## config.mk

```make
export PLATFORM = sky130hd
export DESIGN_NAME = if_id_skid_reg
export DESIGN_NICKNAME = d
export VERILOG_FILES = /design/src/rtl/if_id_skid_reg.sv
export SDC_FILE = /design/constraint.sdc
export NUM_CORES = 1
export LEC_CHECK = 0
export BUFFER_PORTS_ARGS = -buffer_cell sky130_fd_sc_hd__buf_2
export CORE_UTILIZATION = 50
export CTS_BUF_LIST = sky130_fd_sc_hd__clkbuf_8
export DETAILED_ROUTE_END_ITERATION = 8
export GPL_TIMING_DRIVEN = 0
export PLACE_DENSITY = 0.78
export SETUP_SLACK_MARGIN = 0.5
export SLEW_MARGIN = 20
export SYNTH_ARGS = -nofsm -noshare
export SYNTH_HDL_FRONTEND = slang
export SYNTH_SLANG_ARGS = --single-unit
```

## constraint.sdc

```tcl
create_clock -name clk -period 1.7 [get_ports clk]
set_clock_uncertainty 0.15 [all_clocks]
set_input_delay 0.085 -clock clk [delete_from_list [all_inputs] [get_ports clk]]
set_output_delay 0.085 -clock clk [all_outputs]
set_load 0.01 [all_outputs]
```

## src/rtl/if_id_skid_reg.sv

```systemverilog
// IF/ID pipeline register with a one-entry skid buffer, flush-to-bubble
// and a saturating ID stall-cycle counter.
module if_id_skid_reg #(
   parameter int               WIDTH = 32,
   parameter logic [WIDTH-1:0] NOP   = {WIDTH{1'b0}},
   parameter int               CNT_W = 16
) (
   input  logic             clk,
   input  logic             rst_n,
   input  logic             if_valid,
   output logic             if_ready,
   input  logic [WIDTH-1:0] if_instr,
   input  logic [WIDTH-1:0] if_pc4,
   input  logic             id_stall,
   input  logic             flush,
   output logic [WIDTH-1:0] ifid_out,
   output logic [WIDTH-1:0] ifid_pc4,
   output logic             ifid_valid,
   output logic [CNT_W-1:0] stall_cnt
);

   logic             skid_valid;
   logic [WIDTH-1:0] skid_instr;
   logic [WIDTH-1:0] skid_pc4;
   logic             acc;
   logic             con;

   // Ready depends on registered state only, never on id_stall.
   assign if_ready = !skid_valid;
   assign acc      = if_valid & if_ready;
   assign con      = ifid_valid & !id_stall;

   always_ff @(posedge clk or negedge rst_n) begin
      if (!rst_n) begin
         ifid_out   <= NOP;
         ifid_pc4   <= '0;
         ifid_valid <= 1'b0;
         skid_valid <= 1'b0;
         skid_instr <= '0;
         skid_pc4   <= '0;
      end else if (flush) begin
         ifid_out   <= NOP;
         ifid_pc4   <= '0;
         ifid_valid <= 1'b0;
         skid_valid <= 1'b0;
      end else if (!ifid_valid) begin
         if (acc) begin
            ifid_out   <= if_instr;
            ifid_pc4   <= if_pc4;
            ifid_valid <= 1'b1;
         end
      end else if (con) begin
         if (skid_valid) begin
            ifid_out   <= skid_instr;
            ifid_pc4   <= skid_pc4;
            skid_valid <= 1'b0;
         end else if (acc) begin
            ifid_out   <= if_instr;
            ifid_pc4   <= if_pc4;
         end else begin
            ifid_out   <= NOP;
            ifid_pc4   <= '0;
            ifid_valid <= 1'b0;
         end
      end else if (acc) begin
         // Main is stalled: the younger word parks in the skid entry.
         skid_instr <= if_instr;
         skid_pc4   <= if_pc4;
         skid_valid <= 1'b1;
      end
   end

   always_ff @(posedge clk or negedge rst_n) begin
      if (!rst_n) begin
         stall_cnt <= '0;
      end else if (ifid_valid && id_stall && (stall_cnt != {CNT_W{1'b1}})) begin
         stall_cnt <= stall_cnt + 1'b1;
      end
   end

endmodule
```

# --- After elaboration in Yosys (flattened, before gate mapping) ---
# Index checks and enable logic that the tools add are counted.
totals:
  inputBits: 69
  register_bits: 146
  output_inout_bits: 82
  elab_cells: 45
classes:
  reduce_logical: 10
  bitwise: 4
  eq_ne: 2
  mux: 21
  n_addsub: 1
op_table:
  columns: ["op", "count"]
  rows:
  - ["two-way mux 32 bit", 12]
  - ["adder 16 x 1 -> 16 bit, second input constant", 1]
  - ["inequality test 16 bit, second input constant", 1]
  - ["two-way mux 1 bit", 9]
  - ["nonzero test 3 bit", 2]
  - ["AND reduction 2 bit", 2]
  - ["AND reduction 4 bit", 1]
  - ["inequality test 3 x 2 -> 1 bit, second input constant", 1]
  - ["AND 1 bit", 2]
  - ["logical AND 1 bit", 2]
  - ["zero test 1 bit", 2]
  - ["NOT 1 bit", 2]
  - ["nonzero test 2 bit", 1]

# --- Depth between registers and ports, before layout ---
# Gate-level depths: netlist of the first run.
depth:
  depth_word: 7
  mapped_depth: 7

# --- Worst setup path before layout of the first run ---
# No wires, ideal clock.
synth_path:
  path_kind: "register to register"
  from: "reg ifid_valid"
  to: "reg skid_instr[10]"
  setup_ns: 0.125
  setup_slack_ns: -0.183
  required_time_ns: 1.425
  stages_incl_launch_ff: 7
  t_arrival_ns: 1.608
  synth_period_minus_slack_ns: 1.883
  path_buffers: 3
  cell_sequence: "dfrtp_1 > buf_2 > nand2_1 > buf_2 > nor3_4 > buf_4 > mux2_2"
synth_between:
  elab_chain_cells: 3
synth_rtl:
  columns: ["item", "line", "source"]
  rows:
  - ["start, declared", "18", "output logic ifid_valid,"]
  - ["start signal, assigned", "37", "ifid_valid <= 1'b0;"]
  - ["start signal, assigned", "44", "ifid_valid <= 1'b0;"]
  - ["start signal, assigned", "50", "ifid_valid <= 1'b1;"]
  - ["AND 1 bit", "31", "assign con = ifid_valid & !id_stall;"]
  - ["NOT 1 bit (no source line)", null, null]
  - ["AND reduction 4 bit (no source line) *", null, null]
  - ["end signal, assigned", "67", "skid_instr <= if_instr;"]
  - ["end, declared", "23", "logic [WIDTH-1:0] skid_instr;"]
# Mark *: on every way between the ends. The rest lies on a longest branch, timed or not.
# A chain may end at the register's enable or synchronous reset.

# --- Worst setup path after layout of the first run ---
layout_path:
  from: "reg stall_cnt[0]"
  to: "reg stall_cnt[11]"
layout_between:
  elab_chain_cells: 2
layout_rtl:
  columns: ["item", "line", "source"]
  rows:
  - ["start, declared", "19", "output logic [CNT_W-1:0] stall_cnt"]
  - ["start signal, assigned", "77", "stall_cnt <= stall_cnt + 1'b1;"]
  - ["branches (longest 2 deep; another with adder 16 x 1 -> 16 bit)", null, null]
# Parallel ways; which one is timed is not known.

==> impl_metrics.json, run 1 <==
{
  "r2r_setup_slack_ns": -0.23,
  "track_usage": 0.3174,
  "detail-route-antenna-nets": 0,
  "synthCells": 502,
  "r2r_start": "stall_cnt[0]",
  "cp-endpoint": "stall_cnt[11]",
  "hold_viol_final": 2,
  "p_leak_uw": 0.005099,
  "drive_gt1_frac": 0.5752,
  "rows": 39,
  "grt_pass1_wl_mm": 30.21,
  "synth.yosys.warnings": 0,
  "place_congestion": 0.7403,
  "worstSkewPairLatency_ns": 0.48,
  "rsz0062_at_grt": "true",
  "setup_viol": 142,
  "crit_arrival_ns": 2.13,
  "worst_pin_slew_ns": 0.4280,
  "wl_per_cell_um": 25.35,
  "yosysTopAreaCell": "dfrtp_1",
  "status": "finished, violations left",
  "synth_async_sr_flop_share": 1.000,
  "synth_most_common_cell": "dfrtp_1",
  "cts_buffers": 17,
  "post-route-period-util": 1.134,
  "dpl_cell_area_sq_um": 7219,
  "diodes": 0,
  "required_ns": 1.91,
  "tns_ns": -20.12,
  "crit_path_start": "stall_cnt[0]",
  "ys_ff_latch": 146,
  "final.min_clock_period_ns": 1.928,
  "yosys_most_used_dff": "dfrtp_1",
  "vias": 6189,
  "clock-root-buffer": "clkbuf_8",
  "io_pins": 151,
  "max_freq_ghz": 0.5186,
  "die_area_sq_um": 12510,
  "first_iter_violations": 493,
  "crit_type": "register to register",
  "start_kind": "register",
  "clkTransAtPathRegs_ns": 0.10,
  "finish.instance_area_sq_um": 10650,
  "power_density_nw_per_um2": 1011,
  "yosysSeqAreaShare": 0.6056,
  "report.final.slew_viol_count": 0,
  "tritoncts": "yes",
  "syn_nets": 572,
  "synth.top_cell.area_share": 0.6056,
  "final_nets": 921,
  "drc": 12,
  "first_global_vias": 5912,
  "setup_ws_ns": -0.2283,
  "syn_area_per_cell_sq_um": 12.02,
  "area_growth_pct": 76.59,
  "io_buffers": 150,
  "pre_cts_slack_ns": -0.4212,
  "timing.rr.end": "stall_cnt[11]",
  "min_path_type": "primary input to register",
  "end_kind": "register",
  "htreeDepth": 4,
  "netlist_area_sq_um": 6033,
  "synth-edff-count": 0,
  "die_w_um": 111.8,
  "grt_max_degree": 76,
  "cap_violations": 0,
  "die_h_um": 111.8,
  "antenna_found_initial": 0,
  "grt.overflow.total": 0,
  "place_hpwl_mm": 9.903,
  "slew_headroom": 0.7147,
  "wirelength_mm": 25.53,
  "ir_worst_vdd_mv": 0.7883,
  "ff2ff_path_depth": 7,
  "via_per_inst": 6.146,
  "clockBufferDepth": 2,
  "firstDrtPassIters": 7,
  "crit_fanout": 3,
  "synth_common_cells": "146 x dfrtp_1, 69 x nand2_1, 65 x o21ai_0",
  "design.core.area_sq_um": 11560,
  "synth_cell_types": 35,
  "violations": "DRC, hold timing, setup timing",
  "start_util": 0.5217,
  "timing.hold.ws_ns": -0.2475,
  "numClockSinks": 146,
  "ys_top_cells_by_area": "dfrtp_1 61%, a22oi_1 8.0%, mux2_1 7.7%"
}
-- how the worst min path moves through the flow --
stage | from | cells past startpoint | slack [ns] | to
final | flush | 2 | -0.25 | skid_valid
after CTS | if_pc4[6] | 2 | -0.27 | skid_pc4[6]
after global routing | flush | 2 | -0.25 | skid_valid
after floorplan | rst_n | 0 | -0.36 | ifid_out[0]
after detailed placement | rst_n | 1 | -0.06 | ifid_pc4[9]
after global placement | if_pc4[11] | 2 | 0.17 | skid_pc4[11]
-- sequential cells by signal (all words and copies together) (netlist names) --
register / flops
skid_valid: 1
ifid_pc4: 32
skid_instr: 32
skid_pc4: 32
stall_cnt: 16
ifid_out: 32
ifid_valid: 1
-- report_power, final --
| group | total [uW] | switching [uW] | internal [uW] |
|---|---|---|---|
| Sequential | 4690 | 585 | 4110 |
| Clock | 3220 | 1420 | 1800 |
| Combinational | 2860 | 1180 | 1680 |
-- per-stage QoR --
stage            util  total power, uW  std cells  hold WS (ns)
2_1_floorplan       -             5360        502       -0.3606
3_3_place_gp   0.6210             5877        795        0.1703
3_5_place_dp   0.6243             6007        796      -0.05973
4_1_cts        0.8182             9668        947       -0.2725
5_1_grt        0.9212            11060       1007       -0.2543
6_report       0.9212            10770       1007       -0.2475
-- final cells by class --
cell class              count  area, sq um
well taps                 143        178.9
repair buffers            330         2835
inverters                   1        6.256
flip-flops and latches    146         3664
plain buffers              35        558.0
multi-input cells         320         2960
clock buffers              19        261.5
fillers                   383        910.9
clock inverters            13        190.2
-- metal layers --
| metal | global-route usage | routed length [um] |
|---|---|---|
| met4 | 0.1360 | 1514 |
| met2 | 0.5640 | 13410 |
| met1 | 0.3577 | 8829 |
| met3 | 0.08710 | 1776 |
| met5 | 0 | 0 |
-- what timing repair did --
| action | CTS | global route |
|---|---|---|
| endpoints found under the setup margin | 226 | 301 |
| resized for setup | 221 | 139 |
| hold buffers | 65 | 1 |
| pin swaps | 62 | 23 |
| cloned | 8 | 8 |
| buffers inserted | 46 | 51 |
| endpoints found under the hold margin | 279 | 4 |
-- layout by cell type, fill, tap and decap left out, types with 14 or more instances in the layout --
master,count
dfrtp_1,138
buf_2,116
buf_4,72
nand2_1,67
dlygate4sd3_1,66
mux2_4,61
buf_6,58
o21ai_2,48
a22oi_1,41
clkbuf_8,29
a22oi_2,23
o21ai_1,16
clkbuf_16,14
-- worst max-delay path: stages (launching register included) --
cell      delay [ns]
dfrtp_2         0.46
buf_4           0.15
nand4_1         0.10
buf_6           0.16
nor4_4          0.39
buf_4           0.19
nand3b_1        0.08
o21a_1          0.11
-- cells by family after synthesis --
group	synth area share
flip-flops	0.6056
AO/OA/AOI/OAI	0.1379
AND/OR/NAND/NOR	0.08586
multiplexers	0.1213
buffers and inverters	0.02696
XOR/XNOR	0.02032
adder cells (fa/ha/maj)	0.002073
Note: power is estimated with default switching activity, not from simulation.
==> run 2: changes to the inputs <==
- REMOVE_ABC_BUFFERS: not set -> 1
==> impl_metrics.json, run 2 (synthesis results as in run 1) <==
{
  "layout_commonest_cell": "dfrtp_1",
  "hold_viol_final": 0,
  "grt.overflow.total": 0,
  "numClockSinks": 146,
  "p_leak_uw": 0.005272,
  "cap_violations": 0,
  "area_growth_pct": 81.46,
  "worstSkewPairLatency_ns": 0.49,
  "crit_path_start": "stall_cnt[1]",
  "r2r_setup_slack_ns": -0.59,
  "crit_fanout": 5,
  "via_per_inst": 6.724,
  "clock-root-buffer": "clkbuf_8",
  "grt_max_degree": 85,
  "design.core.area_sq_um": 11560,
  "firstDrtPassIters": 9,
  "power_density_nw_per_um2": 1018,
  "start_util": 0.5217,
  "cp_top_family": "simple AND/OR/NAND/NOR gates",
  "worstPathCellList": "ha_4 > nand3_4 > nor4_4 > buf_6 > buf_6 > nor3_2 > xor2_1",
  "r2r_start": "stall_cnt[1]",
  "wirelength_mm": 31.06,
  "crit_slowest_cell": "xor2_1",
  "max_freq_ghz": 0.4371,
  "die_w_um": 111.8,
  "pre_cts_slack_ns": -0.9450,
  "min_path_type": "primary input to asynchronous set/reset pin",
  "place_hpwl_mm": 9.314,
  "detail-route-antenna-nets": 0,
  "worst_pin_slew_ns": 0.5419,
  "die_h_um": 111.8,
  "violations": "DRC, setup timing",
  "place_congestion": 0.8144,
  "tritoncts": "yes",
  "drc": 11,
  "status": "finished, violations left",
  "io_buffers": 150,
  "drive_gt1_frac": 0.5975,
  "final.min_clock_period_ns": 2.288,
  "antenna_found_initial": 2,
  "crit_type": "register to register",
  "report.final.slew_viol_count": 0,
  "utilization": 0.9467,
  "htreeDepth": 4,
  "post-route-period-util": 1.346,
  "io_pins": 151,
  "start_kind": "register",
  "clkTransAtPathRegs_ns": 0.09,
  "first_iter_violations": 906,
  "clockBufferDepth": 2,
  "die_area_sq_um": 12510,
  "rows": 39,
  "wl_per_cell_um": 30.24,
  "layout_common_cells": "138 x dfrtp_1, 116 x buf_2, 79 x buf_4, 76 x buf_6, 68 x dlygate4sd3_1",
  "rsz0062_at_grt": "true",
  "max_stage_delay_ns": 0.46,
  "final_nets": 939,
  "end_kind": "register",
  "first_global_vias": 6092,
  "setup_viol": 144,
  "cts_buffers": 17,
  "grt_pass1_wl_mm": 33.51,
  "slew_headroom": 0.6375,
  "vias": 6906,
  "track_usage": 0.3544,
  "setup_ws_ns": -0.5878,
  "required_ns": 1.86,
  "cp_num_buf_inv": 2,
  "ir_worst_vdd_mv": 0.7997,
  "crit_arrival_ns": 2.45,
  "crit_top_cell": "buf_6"
}
==> run 2: cell count changes in the layout (fill, tap and decap cells not counted), sizes merged, moves of 3 or more <==
| cell | change |
|---|---|
| and2 | +3 |
| clkbuf | -18 |
| or2 | +3 |
| nand2 | +3 |
| buf | +27 |
==> run 2: worst paths after layout <==
kind                            cells past startpoint              to
worst min register to register                      1  skid_instr[29]
worst max register to register                      7    stall_cnt[3]
worst max-delay path                                7    stall_cnt[3]
worst min-delay path                                2    ifid_out[26]
min in group clk                                    5      ifid_valid
max in group asynchronous                           3    stall_cnt[2]
==> run 2: worst register-to-register path, cell delays in order, from the launching register on <==
cell     delay (ns)
dfrtp_1        0.45
ha_4           0.19
nand3_4        0.09
nor4_4         0.43
buf_6          0.20
buf_6          0.12
nor3_2         0.04
xor2_1         0.46
==> run 2: what timing repair did <==
action                                 4_1_cts  5_1_grt
hold buffers                                66        2
setup buffers                               77       51
pin swaps                                   21       92
setup endpoints to repair                  226      291
gates resized for setup                    149      234
cloned                                       6       19
endpoints found under the hold margin      276        2
==> run 2: report_power, final <==
group | total, uW | leakage, uW | switching (uW) | internal [uW]
Sequential | 4680 | 0.00185 | 580 | 4100
Combinational | 3120 | 0.00317 | 1380 | 1740
Clock | 3350 | 0.000243 | 1460 | 1890
==> run 2: per-stage QoR <==
stage	cell area, sq um	power (uW)	instances	TNS (ns)	hold WS, ns
floorplan	5874	5189	467	-318.75	-0.3606
global placement	6804	5703	760	-810.28	0.1675
detailed placement	7002	5868	772	-79.02	-0.02901
CTS	9480	9920	953	-3.611	-0.1306
global route	10950	11350	1027	-36.36	0.04961
finish	10950	11150	1027	-34.22	0.01316
==> run 2: metal layers <==
| layer | global-route usage | share of wire | vias to the layer above |
|---|---|---|---|
| li1 | - | - | 2557 |
| met1 | 0.4180 | 0.33 | 3363 |
| met2 | 0.6079 | 0.47 | 725 |
| met3 | 0.08329 | 0.12 | 261 |
| met4 | 0.1775 | 0.080 | 0 |
| met5 | 0 | 0 | - |
==> run 2: cell type report <==
cell class / count / area [sq um]
repair buffers: 374 / 3473
clock buffers: 21 / 289.0
diodes: 2 / 5.005
clock inverters: 11 / 181.4
fillers: 290 / 616.8
multi-input cells: 329 / 3153
flip-flops and latches: 146 / 3664
inverters: 1 / 3.754
well taps: 143 / 178.9
==> run 3: changes to the inputs <==
- CORE_UTILIZATION: 50 -> 55
- MAX_ROUTING_LAYER: not set -> met4
- PLACE_DENSITY: 0.78 -> 0.81
- clock period: 1.7 -> 2.6 ns (I/O delays scaled with it)
==> impl_metrics.json, run 3 (synthesis results as in run 1) <==
{
  "wirelength_mm": 15.73,
  "worstSkewPairLatency_ns": 0.43,
  "design.core.area_sq_um": 10460,
  "crit_type": "register to register",
  "worst_pin_slew_ns": 0.6620,
  "wl_met1_mm": 6.200,
  "drive_gt1_frac": 0.3202,
  "crit_slowest_cell": "dfrtp_2",
  "io_buffers": 150,
  "htreeDepth": 4,
  "firstDrtPassIters": 5,
  "drc": 0,
  "clkTransAtPathRegs_ns": 0.08,
  "top_layer": "met4",
  "numClockSinks": 146,
  "dpl_cell_area_sq_um": 7029,
  "min_path_type": "primary input to asynchronous set/reset pin",
  "timing.hold.ws_ns": 0.06217,
  "antenna_found_initial": 0,
  "area_growth_pct": 36.79,
  "tritoncts": "yes",
  "vias": 5073,
  "first_global_vias": 5317,
  "crit_fanout": 15,
  "met2_length_mm": 8.123,
  "place_congestion": 0.8443,
  "wl_per_cell_um": 18.02,
  "post-route-period-util": 0.7869,
  "hold_viol_final": 0,
  "end_kind": "register",
  "cts_buffers": 17,
  "grt.overflow.total": 0,
  "grt_max_degree": 87,
  "worstPathCellList": "nand2_4 > nor3_4 > buf_8 > buf_16 > buf_8 > mux2_1",
  "stdcell_count": 873,
  "cap_violations": 0,
  "die_area_sq_um": 11390,
  "place_hpwl_mm": 9.440,
  "io_pins": 151,
  "track_usage": 0.2980,
  "crit_top_cell": "buf_8",
  "wl_met3_mm": 1.013,
  "max_stage_delay_ns": 0.50,
  "slew_headroom": 0.5546,
  "final_nets": 795,
  "finish.instance_area_sq_um": 8253,
  "report.final.slew_viol_count": 0,
  "rsz0062_at_grt": "false",
  "first_iter_violations": 309,
  "layout_common_cells": "149 x buf_2, 144 x dfrtp_1, 69 x dlygate4sd3_1, 67 x nand2_1, 65 x o21ai_0",
  "p_leak_uw": 0.003965,
  "start_util": 0.5767,
  "max_freq_ghz": 0.4888,
  "die_w_um": 106.7,
  "diodes": 0,
  "start_kind": "register",
  "p_total_uw": 5960,
  "rows": 37,
  "required_ns": 2.76,
  "status": "finished, final reports clean",
  "layout_commonest_cell": "buf_2",
  "placedCellCount": 767,
  "die_h_um": 106.7,
  "setup_viol": 0,
  "final.min_clock_period_ns": 2.046,
  "clockBufferDepth": 2,
  "crit_arrival_ns": 2.20,
  "grt_pass1_wl_mm": 25.74,
  "via_per_inst": 5.811,
  "ir_worst_vdd_mv": 0.4597,
  "clock-root-buffer": "clkbuf_8",
  "detail-route-antenna-nets": 0,
  "power_density_nw_per_um2": 722.2
}
==> run 3: worst paths after layout <==
path	start	endpoint	slack (ns)	depth (start not counted)
min in group clk	id_stall	stall_cnt[2]	0.07	4
worst max-delay path	ifid_valid	skid_instr[14]	0.55	6
worst max register to register	ifid_valid	skid_instr[14]	0.55	6
max in group asynchronous	rst_n	ifid_pc4[24]	1.49	3
worst min register to register	ifid_out[20]	ifid_out[20]	0.33	2
worst min-delay path	rst_n	ifid_out[24]	0.06	2
==> run 3: power by group <==
part           switching (uW)  internal (uW)
combinational             474            504
clock                     828           1210
sequential                269           2680
==> run 3: layer usage <==
layer | global-route usage | vias up
met4 | 0.1067 | 0
met2 | 0.4982 | 219
li1 | - | 2247
met1 | 0.3536 | 2559
met5 | - | -
met3 | 0.07112 | 48
==> run 3: critical path, delay by kind of cell, from the launching register on <==
kind	cells	cell delay (ns)
flip-flops	1	0.50
buffers and inverters	3	0.47
multiplexers	1	0.36
AND/OR/NAND/NOR	2	0.44
==> run 3: timing repair <==
action / 4_1_cts / 5_1_grt
setup buffers: 3 / 2
hold endpoints to repair: 276 / 0
endpoints found under the setup margin: 127 / 72
pin swaps: 2 / 3
hold buffers: 69 / 0
gates resized for setup: 6 / 3
cloned: 0 / 1
==> run 3: cell type report <==
class | instances | area, sq um
Clock inverter | 11 | 185.2
Multi-Input combinational cell | 321 | 2265
Timing Repair Buffer | 238 | 1698
Sequential cell | 146 | 3656
Clock buffer | 20 | 275.3
Fill cell | 659 | 2210
Inverter | 1 | 3.754
Tap cell | 136 | 170.2
==> run 3: stage by stage <==
| step | util | setup TNS (ns) | setup slack (ns) |
|---|---|---|---|
| finish | 0.7888 | 0 | 0.5541 |
| global route | 0.7888 | 0 | 0.5082 |
| CTS | 0.7859 | 0 | 0.5049 |
| detailed placement | 0.6718 | -0.3321 | -0.03611 |
| global placement | 0.6495 | -557.14 | -5.954 |
| floorplan | - | -202.38 | -2.743 |
